`src/rtl/disp_colr_adapt_if.sv`:
```
// Video bus between the core's disp_* outputs and the display colour adapter.
// Stream semantics: there is no valid/ready handshake. Every clock carries one
// pixel slot; in_de marks active pixels. The adapter never stalls, and each
// out_* signal is the matching in_* signal delayed exactly two clocks.
interface disp_colr_adapt_if #(
    parameter int BPC_IN  = 5,
    parameter int BPC_OUT = 8
);
    logic               in_hsync;
    logic               in_vsync;
    logic               in_de;
    logic               in_frame;
    logic [BPC_IN-1:0]  in_r;
    logic [BPC_IN-1:0]  in_g;
    logic [BPC_IN-1:0]  in_b;
    logic               out_hsync;
    logic               out_vsync;
    logic               out_de;
    logic [BPC_OUT-1:0] out_r;
    logic [BPC_OUT-1:0] out_g;
    logic [BPC_OUT-1:0] out_b;

    // Source side: drives the core pixels and receives the converted pixels.
    modport master (
        output in_hsync, in_vsync, in_de, in_frame, in_r, in_g, in_b,
        input  out_hsync, out_vsync, out_de, out_r, out_g, out_b
    );

    // Adapter side.
    modport slave (
        input  in_hsync, in_vsync, in_de, in_frame, in_r, in_g, in_b,
        output out_hsync, out_vsync, out_de, out_r, out_g, out_b
    );
endinterface

```
`src/rtl/disp_colr_adapt.sv`:
```
// Display colour-depth adapter: widens by replication or zero-pad, narrows by
// truncation or 4x4 ordered dither (optionally rotated every frame). Two-stage
// pipeline: stage 1 registers the pixel and its dither threshold, stage 2
// registers the converted colour. Syncs and de follow with the same latency.
module disp_colr_adapt #(
    parameter int BPC_IN   = 5,
    parameter int BPC_OUT  = 8,
    parameter int MODE     = 0,
    parameter int TEMPORAL = 0
) (
    input  logic               clk,
    input  logic               rst_n,
    disp_colr_adapt_if.slave   vid
);

    localparam bit NARROW = (BPC_OUT < BPC_IN);
    // Dither only makes sense when bits are dropped; MODE 2 otherwise acts as MODE 0.
    localparam bit DITHER = (MODE == 2) && NARROW;
    localparam bit ZPAD   = (MODE == 1);
    localparam int D      = NARROW ? (BPC_IN - BPC_OUT) : 0;
    localparam int SH_R   = (D <= 4) ? (4 - D) : 0;
    localparam int SH_L   = (D > 4) ? (D - 4) : 0;

    generate
        if (BPC_IN < 1 || BPC_IN > 8 || BPC_OUT < 1 || BPC_OUT > 8) begin : g_bad_bpc
            $error("disp_colr_adapt: BPC_IN and BPC_OUT must be in 1..8");
        end
    endgenerate

    // 4x4 Bayer matrix, row index first.
    function automatic logic [3:0] bayer(input logic [1:0] yi, input logic [1:0] xi);
        logic [3:0] b;
        case ({yi, xi})
            4'h0: b = 4'd0;   4'h1: b = 4'd8;   4'h2: b = 4'd2;   4'h3: b = 4'd10;
            4'h4: b = 4'd12;  4'h5: b = 4'd4;   4'h6: b = 4'd14;  4'h7: b = 4'd6;
            4'h8: b = 4'd3;   4'h9: b = 4'd11;  4'hA: b = 4'd1;   4'hB: b = 4'd9;
            4'hC: b = 4'd15;  4'hD: b = 4'd7;   4'hE: b = 4'd13;  default: b = 4'd5;
        endcase
        return b;
    endfunction

    logic [1:0]        x_cnt;
    logic [1:0]        y_cnt;
    logic [1:0]        f_cnt;
    logic              prev_de;
    logic [1:0]        xi;
    logic [1:0]        yi;
    logic [BPC_IN:0]   thr_next;

    logic              s1_hsync;
    logic              s1_vsync;
    logic              s1_de;
    logic [BPC_IN:0]   s1_thr;
    logic [2:0][BPC_IN-1:0]  s1_c;
    logic [2:0][BPC_OUT-1:0] conv;

    // Pixel position counters; x_cnt/y_cnt already hold the position of the
    // pixel presented at this edge, so the threshold lines up with it.
    always_ff @(posedge clk or negedge rst_n) begin
        if (!rst_n) begin
            x_cnt   <= 2'd0;
            y_cnt   <= 2'd0;
            f_cnt   <= 2'd0;
            prev_de <= 1'b0;
        end else begin
            prev_de <= vid.in_de;
            x_cnt   <= vid.in_de ? x_cnt + 2'd1 : 2'd0;
            if (vid.in_frame)
                y_cnt <= 2'd0;
            else if (prev_de && !vid.in_de)
                y_cnt <= y_cnt + 2'd1;
            if (TEMPORAL == 1 && vid.in_frame)
                f_cnt <= f_cnt + 2'd1;
        end
    end

    // Scale the 4-bit Bayer entry to the number of dropped bits.
    always_comb begin
        xi       = x_cnt + f_cnt;
        yi       = y_cnt + f_cnt;
        thr_next = (BPC_IN+1)'((16'(bayer(yi, xi)) >> SH_R) << SH_L)
                   & {(BPC_IN+1){DITHER}};
    end

    // Stage 1: capture syncs, colour and threshold.
    always_ff @(posedge clk or negedge rst_n) begin
        if (!rst_n) begin
            s1_hsync <= 1'b0;
            s1_vsync <= 1'b0;
            s1_de    <= 1'b0;
            s1_thr   <= '0;
            s1_c     <= '0;
        end else begin
            s1_hsync <= vid.in_hsync;
            s1_vsync <= vid.in_vsync;
            s1_de    <= vid.in_de;
            s1_thr   <= thr_next;
            s1_c[0]  <= vid.in_r;
            s1_c[1]  <= vid.in_g;
            s1_c[2]  <= vid.in_b;
        end
    end

    // Per-channel conversion. The saturating add is a no-op when the threshold is zero.
    generate
        for (genvar ch = 0; ch < 3; ch++) begin : g_ch
            logic [BPC_IN:0]   sum;
            logic [BPC_IN-1:0] sat;
            assign sum = {1'b0, s1_c[ch]} + s1_thr;
            assign sat = sum[BPC_IN] ? {BPC_IN{1'b1}} : sum[BPC_IN-1:0];
            if (BPC_OUT <= BPC_IN) begin : g_narrow
                assign conv[ch] = sat[BPC_IN-1 -: BPC_OUT];
            end else if (ZPAD) begin : g_zpad
                assign conv[ch] = {sat, {(BPC_OUT-BPC_IN){1'b0}}};
            end else begin : g_repl
                for (genvar i = 0; i < BPC_OUT; i++) begin : g_bit
                    assign conv[ch][BPC_OUT-1-i] = sat[BPC_IN-1-(i % BPC_IN)];
                end
            end
        end
    endgenerate

    // Stage 2: register converted colour, blanked outside active video.
    always_ff @(posedge clk or negedge rst_n) begin
        if (!rst_n) begin
            vid.out_hsync <= 1'b0;
            vid.out_vsync <= 1'b0;
            vid.out_de    <= 1'b0;
            vid.out_r     <= '0;
            vid.out_g     <= '0;
            vid.out_b     <= '0;
        end else begin
            vid.out_hsync <= s1_hsync;
            vid.out_vsync <= s1_vsync;
            vid.out_de    <= s1_de;
            vid.out_r     <= s1_de ? conv[0] : '0;
            vid.out_g     <= s1_de ? conv[1] : '0;
            vid.out_b     <= s1_de ? conv[2] : '0;
        end
    end

endmodule

```
`src/flat_wrapper.sv`:
```
// flat-port wrapper written by rule: the top's interface ports become plain ports
module disp_colr_adapt_flat 
#(
    parameter int BPC_IN   = 5,
    parameter int BPC_OUT  = 8,
    parameter int MODE     = 0,
    parameter int TEMPORAL = 0
)
  (clk, rst_n, vid_in_hsync, vid_in_vsync, vid_in_de, vid_in_frame, vid_in_r, vid_in_g, vid_in_b, vid_out_hsync, vid_out_vsync, vid_out_de, vid_out_r, vid_out_g, vid_out_b);
  disp_colr_adapt_if #(.BPC_IN(BPC_IN), .BPC_OUT(BPC_OUT)) vid_i ();
  input  logic clk;
  input  logic rst_n;
  input wire logic [$bits(vid_i.in_hsync)-1:0] vid_in_hsync;
  input wire logic [$bits(vid_i.in_vsync)-1:0] vid_in_vsync;
  input wire logic [$bits(vid_i.in_de)-1:0] vid_in_de;
  input wire logic [$bits(vid_i.in_frame)-1:0] vid_in_frame;
  input wire logic [$bits(vid_i.in_r)-1:0] vid_in_r;
  input wire logic [$bits(vid_i.in_g)-1:0] vid_in_g;
  input wire logic [$bits(vid_i.in_b)-1:0] vid_in_b;
  output wire logic [$bits(vid_i.out_hsync)-1:0] vid_out_hsync;
  output wire logic [$bits(vid_i.out_vsync)-1:0] vid_out_vsync;
  output wire logic [$bits(vid_i.out_de)-1:0] vid_out_de;
  output wire logic [$bits(vid_i.out_r)-1:0] vid_out_r;
  output wire logic [$bits(vid_i.out_g)-1:0] vid_out_g;
  output wire logic [$bits(vid_i.out_b)-1:0] vid_out_b;
  assign vid_i.in_hsync = vid_in_hsync;
  assign vid_i.in_vsync = vid_in_vsync;
  assign vid_i.in_de = vid_in_de;
  assign vid_i.in_frame = vid_in_frame;
  assign vid_i.in_r = vid_in_r;
  assign vid_i.in_g = vid_in_g;
  assign vid_i.in_b = vid_in_b;
  assign vid_out_hsync = vid_i.out_hsync;
  assign vid_out_vsync = vid_i.out_vsync;
  assign vid_out_de = vid_i.out_de;
  assign vid_out_r = vid_i.out_r;
  assign vid_out_g = vid_i.out_g;
  assign vid_out_b = vid_i.out_b;
  disp_colr_adapt #(.BPC_IN(BPC_IN), .BPC_OUT(BPC_OUT), .MODE(MODE), .TEMPORAL(TEMPORAL)) u_core (.clk(clk), .rst_n(rst_n), .vid(vid_i));
endmodule
```
`config.mk`:
```
export PLATFORM = sky130hd
export DESIGN_NAME = disp_colr_adapt_flat
export DESIGN_NICKNAME = d
export VERILOG_FILES = /design/src/rtl/disp_colr_adapt_if.sv /design/src/rtl/disp_colr_adapt.sv /design/src/flat_wrapper.sv
export SDC_FILE = /design/constraint.sdc
export NUM_CORES = 1
export LEC_CHECK = 0
export CORE_MARGIN = 4
export CORE_UTILIZATION = 40
export DETAILED_ROUTE_END_ITERATION = 8
export PLACE_DENSITY = 0.75
export SYNTH_ARGS = -nofsm -noshare
export SYNTH_HDL_FRONTEND = slang
export SYNTH_SLANG_ARGS = --single-unit
```
`constraint.sdc`:
```
create_clock -name clk -period 1.08 [get_ports clk]
set_input_delay 0.162 -clock clk [delete_from_list [all_inputs] [get_ports clk]]
set_output_delay 0.162 -clock clk [all_outputs]
set_load 0.02 [all_outputs]
```
### Word-level counts from Yosys, hierarchy flattened

Cells that the tools add are included.

| cells by class | value |
|---|---|
| mux-type cells | 3 |

Operator list:

| kind | count |
|---|---|
| $mux W8 | 3 |

| storage, ports and cells | value |
|---|---|
| bits in registers | 45 |
| input port bits | 21 |
| output and inout bits | 27 |
| logic and storage cells | 15 |

### Logic depth before layout (Yosys ltp)

| depth | value |
|---|---|
| word-level depth | 1 |
| mapped depth | 2 |
| gate-level depth less buffers | 1 |

### Least setup slack after synthesis

No wires, ideal clock.

| path | value |
|---|---|
| path kind | reg2reg |
| start | register u_core.s1_de |
| end | register u_core.vid.out_b[2] |
| setup time | 0.120 ns |
| arrival | 0.680 ns |
| data required time | 0.960 ns |
| setup slack | 0.280 ns |
| cell stages (with the launch flop) | 3 |
| path buffers | 1 |
| period minus slack after synthesis | 0.800 ns |
| path through | dfrtp_1 -> buf_6 -> and2_2 |

| between the ends | value |
|---|---|
| cells in the longest elaborated chain, start to end | 1 |

RTL lines:

| what | RTL line | source |
|---|---|---|
| from (decl) | disp_colr_adapt.sv:52 | `logic s1_de;` |
| from (signal assigned) | disp_colr_adapt.sv:96 | `s1_de <= vid.in_de;` |
| $mux W8 | disp_colr_adapt.sv:138 | `vid.out_b <= s1_de ? conv[2] : '0;` |
| to (signal assigned) | disp_colr_adapt.sv:138 |  |
| to (decl) | disp_colr_adapt_if.sv:32 | `output out_hsync, out_vsync, out_de, out_r, out_g, out_b` |

Every way passes these cells.

==> results.sh <==
export IMPL_crit_arrival_ps=870
export IMPL_relSlewSlack_pct=76.6
export IMPL_start_util_pct=42.7
export IMPL_hp_class="in -> async"
export IMPL_drt_iter0_drc=6
export IMPL_endpoint_kind="output port"
export IMPL_syn_inst=61
export IMPL_clk_latency_ps=320
export IMPL_routed_via_density=4.24
export IMPL_cts_tree="yes"
export IMPL_wl_per_cell_microns=11.4
export IMPL_synth_top_cell_by_area="dfrtp_1"
export IMPL_yosysSeqAreaShare_pct=82.9
export IMPL_clkTransAtPathRegs_ps=90
export IMPL_synth_seq_cells=36
export IMPL_maxCapViolCount=0
export IMPL_grt_first_pass_wirelength_mm=2.40
export IMPL_via_count=581
export IMPL_core_area_sq_um=2540
export IMPL_final_setup_viol_count=0
export IMPL_core_rowCount=18
export IMPL_comb_power_share_pct=9.8
export IMPL_fp_dieH_microns=60.1
export IMPL_n_fill_cell=206
export IMPL_grt_antenna_before_repair=0
export IMPL_ant_nets=0
export IMPL_power_internal_uw=2020
export IMPL_cp_required_ps=920
export IMPL_ys_warn_count=0
export IMPL_post_route_period_util_pct=95.4
export IMPL_max_stage_delay_ps=390
export IMPL_rsz0062_at_grt="yes"
export IMPL_leakage_uw=0.000744
export IMPL_synth_top_area_share_pct=82.9
export IMPL_fin_crit_ps=1030
export IMPL_power_density_nw_per_um2=1730
export IMPL_io_pins=48
export IMPL_run_status="finished, final reports clean"
export IMPL_syn_num_nets=82
export IMPL_htreeDepth=2
export IMPL_cts_buffers_inserted=5
export IMPL_synth_avg_cell_area_sq_um=17.8
export IMPL_grt_usage_pct=9.90
export IMPL_netlist_area_sq_um=1090
export IMPL_port_buffers=46
export IMPL_cts_root_buf="clkbuf_4"
export IMPL_critPathSlowestCell="dfrtp_1"
export IMPL_layout_nets=127
export IMPL_place_ws_ps=-34.9
export IMPL_drcViolationCount=0
export IMPL_areaGrowthSynthToFinish_pct=36.2
export IMPL_grt_pass1_vias=584
export IMPL_critPathBufInv=1
export IMPL_cts_sinks=36
export IMPL_power_frac_clock_pct=34.0
export IMPL_cp_max_fo=2
export IMPL_seqPwrFrac_pct=56.2
export IMPL_first_pass_iters=4
export IMPL_p_sw_share_pct=20.9
export IMPL_clk_path_buf_depth=2
export IMPL_num_antenna_cells=0
export IMPL_cp_top_family="flip-flops"
export IMPL_ir_drop_v=0.00123
export IMPL_grt_start_max_net_pins=23
export IMPL_path_cells="buf_2"
export IMPL_cp_depth=1
export IMPL_cp_start_kind="register"
export IMPL_synth_cell_type_count=5
export IMPL_final_hold_viol_count=0
export IMPL_wirelength_mm=1.57
export IMPL_drive_gt1_share_pct=43.9
export IMPL_worst_r2r_path_depth=1
export IMPL_max_slew_worst_pin_slew_ps=352
export IMPL_synth_top_cells_by_area="dfrtp_1, and2_2, buf_4"
export IMPL_gp_congestion=0.620
export IMPL_dp_hpwl_mm=1.19
export IMPL_fin_ws_ps=49.6
export IMPL_grt_overflow=0
export IMPL_total_power_uw=2560
export IMPL_fmax_mhz=970
export IMPL_path_class="reg -> out"
export IMPL_die_area_sq_um=3620
export IMPL_drv_slew=0
export IMPL_fin_worst_skew_ps=4.57
export IMPL_p_switching_uw=535
export IMPL_fp_dieW_microns=60.1
export IMPL_postCtsSetupRepairBufs=0
==> cell type report <==
cell class                 count  area, sq um  area share, %
clock inverter                 2         35.0           2.36
timing repair buffer          48          359           24.2
sequential                    36          901           60.8
tap                           30         37.5           2.53
clock buffer                   6         41.3           2.79
multi-input combinational     15          108           7.26
==> registers in the layout, indices dropped and copies added (netlist names), 5 cells and up <==
signal / flops
u_core.s1_c: 15
u_core.vid.out_b: 5
u_core.vid.out_g: 5
u_core.vid.out_r: 5
==> stage by stage <==
step	instance area (sq um)	util [%]	hold slack (ps)	TNS, ps	instances
after floorplan	1090	-	-134	0	61
after global placement	1520	59.8	79.5	-33.2	128
after detailed placement	1520	59.8	88.8	-269	128
after CTS	1470	57.9	248	0	137
after global routing	1480	58.2	227	-82.9	137
final	1480	58.2	268	0	137
==> cells in the mapped netlist, drive strengths merged <==
library cell  instances
and2                 15
dfrtp                36
buf                  10
==> power by group through the flow <==
stage / Sequential (uW) / Combinational [uW] / Clock [uW]
floorplan: 1510 / 75.9 / 0
global placement: 1460 / 295 / 0
detailed placement: 1470 / 299 / 0
CTS: 1440 / 252 / 912
global route: 1450 / 268 / 981
finish: 1440 / 250 / 870
==> logic make-up (layout without fill, tap and decap cells) <==
family                 Yosys count  count (layout)  share of synthesized area (%)
DFF                             36              36                           82.9
buffers and inverters           10              56                           7.25
and+or+nand+nor                 15              15                           9.90
==> final timing paths <==
check                                     from                    to  slack (ps)
max                        u_core.vid.out_g[5]          vid_out_g[0]          50
min                                      rst_n       u_core.s1_c[13]         270
max reg2reg                       u_core.s1_de   u_core.vid.out_r[3]         210
min reg2reg                    u_core.s1_hsync  u_core.vid.out_hsync         350
max in group asynchronous                rst_n       u_core.s1_hsync         380
min in group clk                   vid_in_g[3]        u_core.s1_c[8]         270
==> layout by cell type (no fill, tap or decap) <==
cell / instances
clkdlybuf4s50_1: 18
dlygate4sd3_1: 1
clkinv_2: 1
bufinv_16: 1
dfrtp_1: 36
clkbuf_1: 1
buf_2: 26
buf_6: 1
buf_12: 1
and2_2: 11
buf_4: 1
clkbuf_4: 5
and2_1: 4
==> routing by layer <==
layer,vias to the layer above,GRT usage [%],share of wire [%]
li1,268,-,-
met1,273,8.83,33
met2,37,16.0,48
met3,3,7.78,18
met4,0,4.75,1.5
met5,-,0,0
==> what timing repair did <==
| item | CTS | global route |
|---|---|---|
| gates resized for setup | 108 | 3 |
| setup endpoints to repair | 27 | 14 |
| pin swaps | 0 | 0 |
| gates cloned | 0 | 0 |
| hold buffers | 1 | 0 |
| hold endpoints to repair | 14 | 0 |
Note: power is estimated with default switching activity, not from simulation.
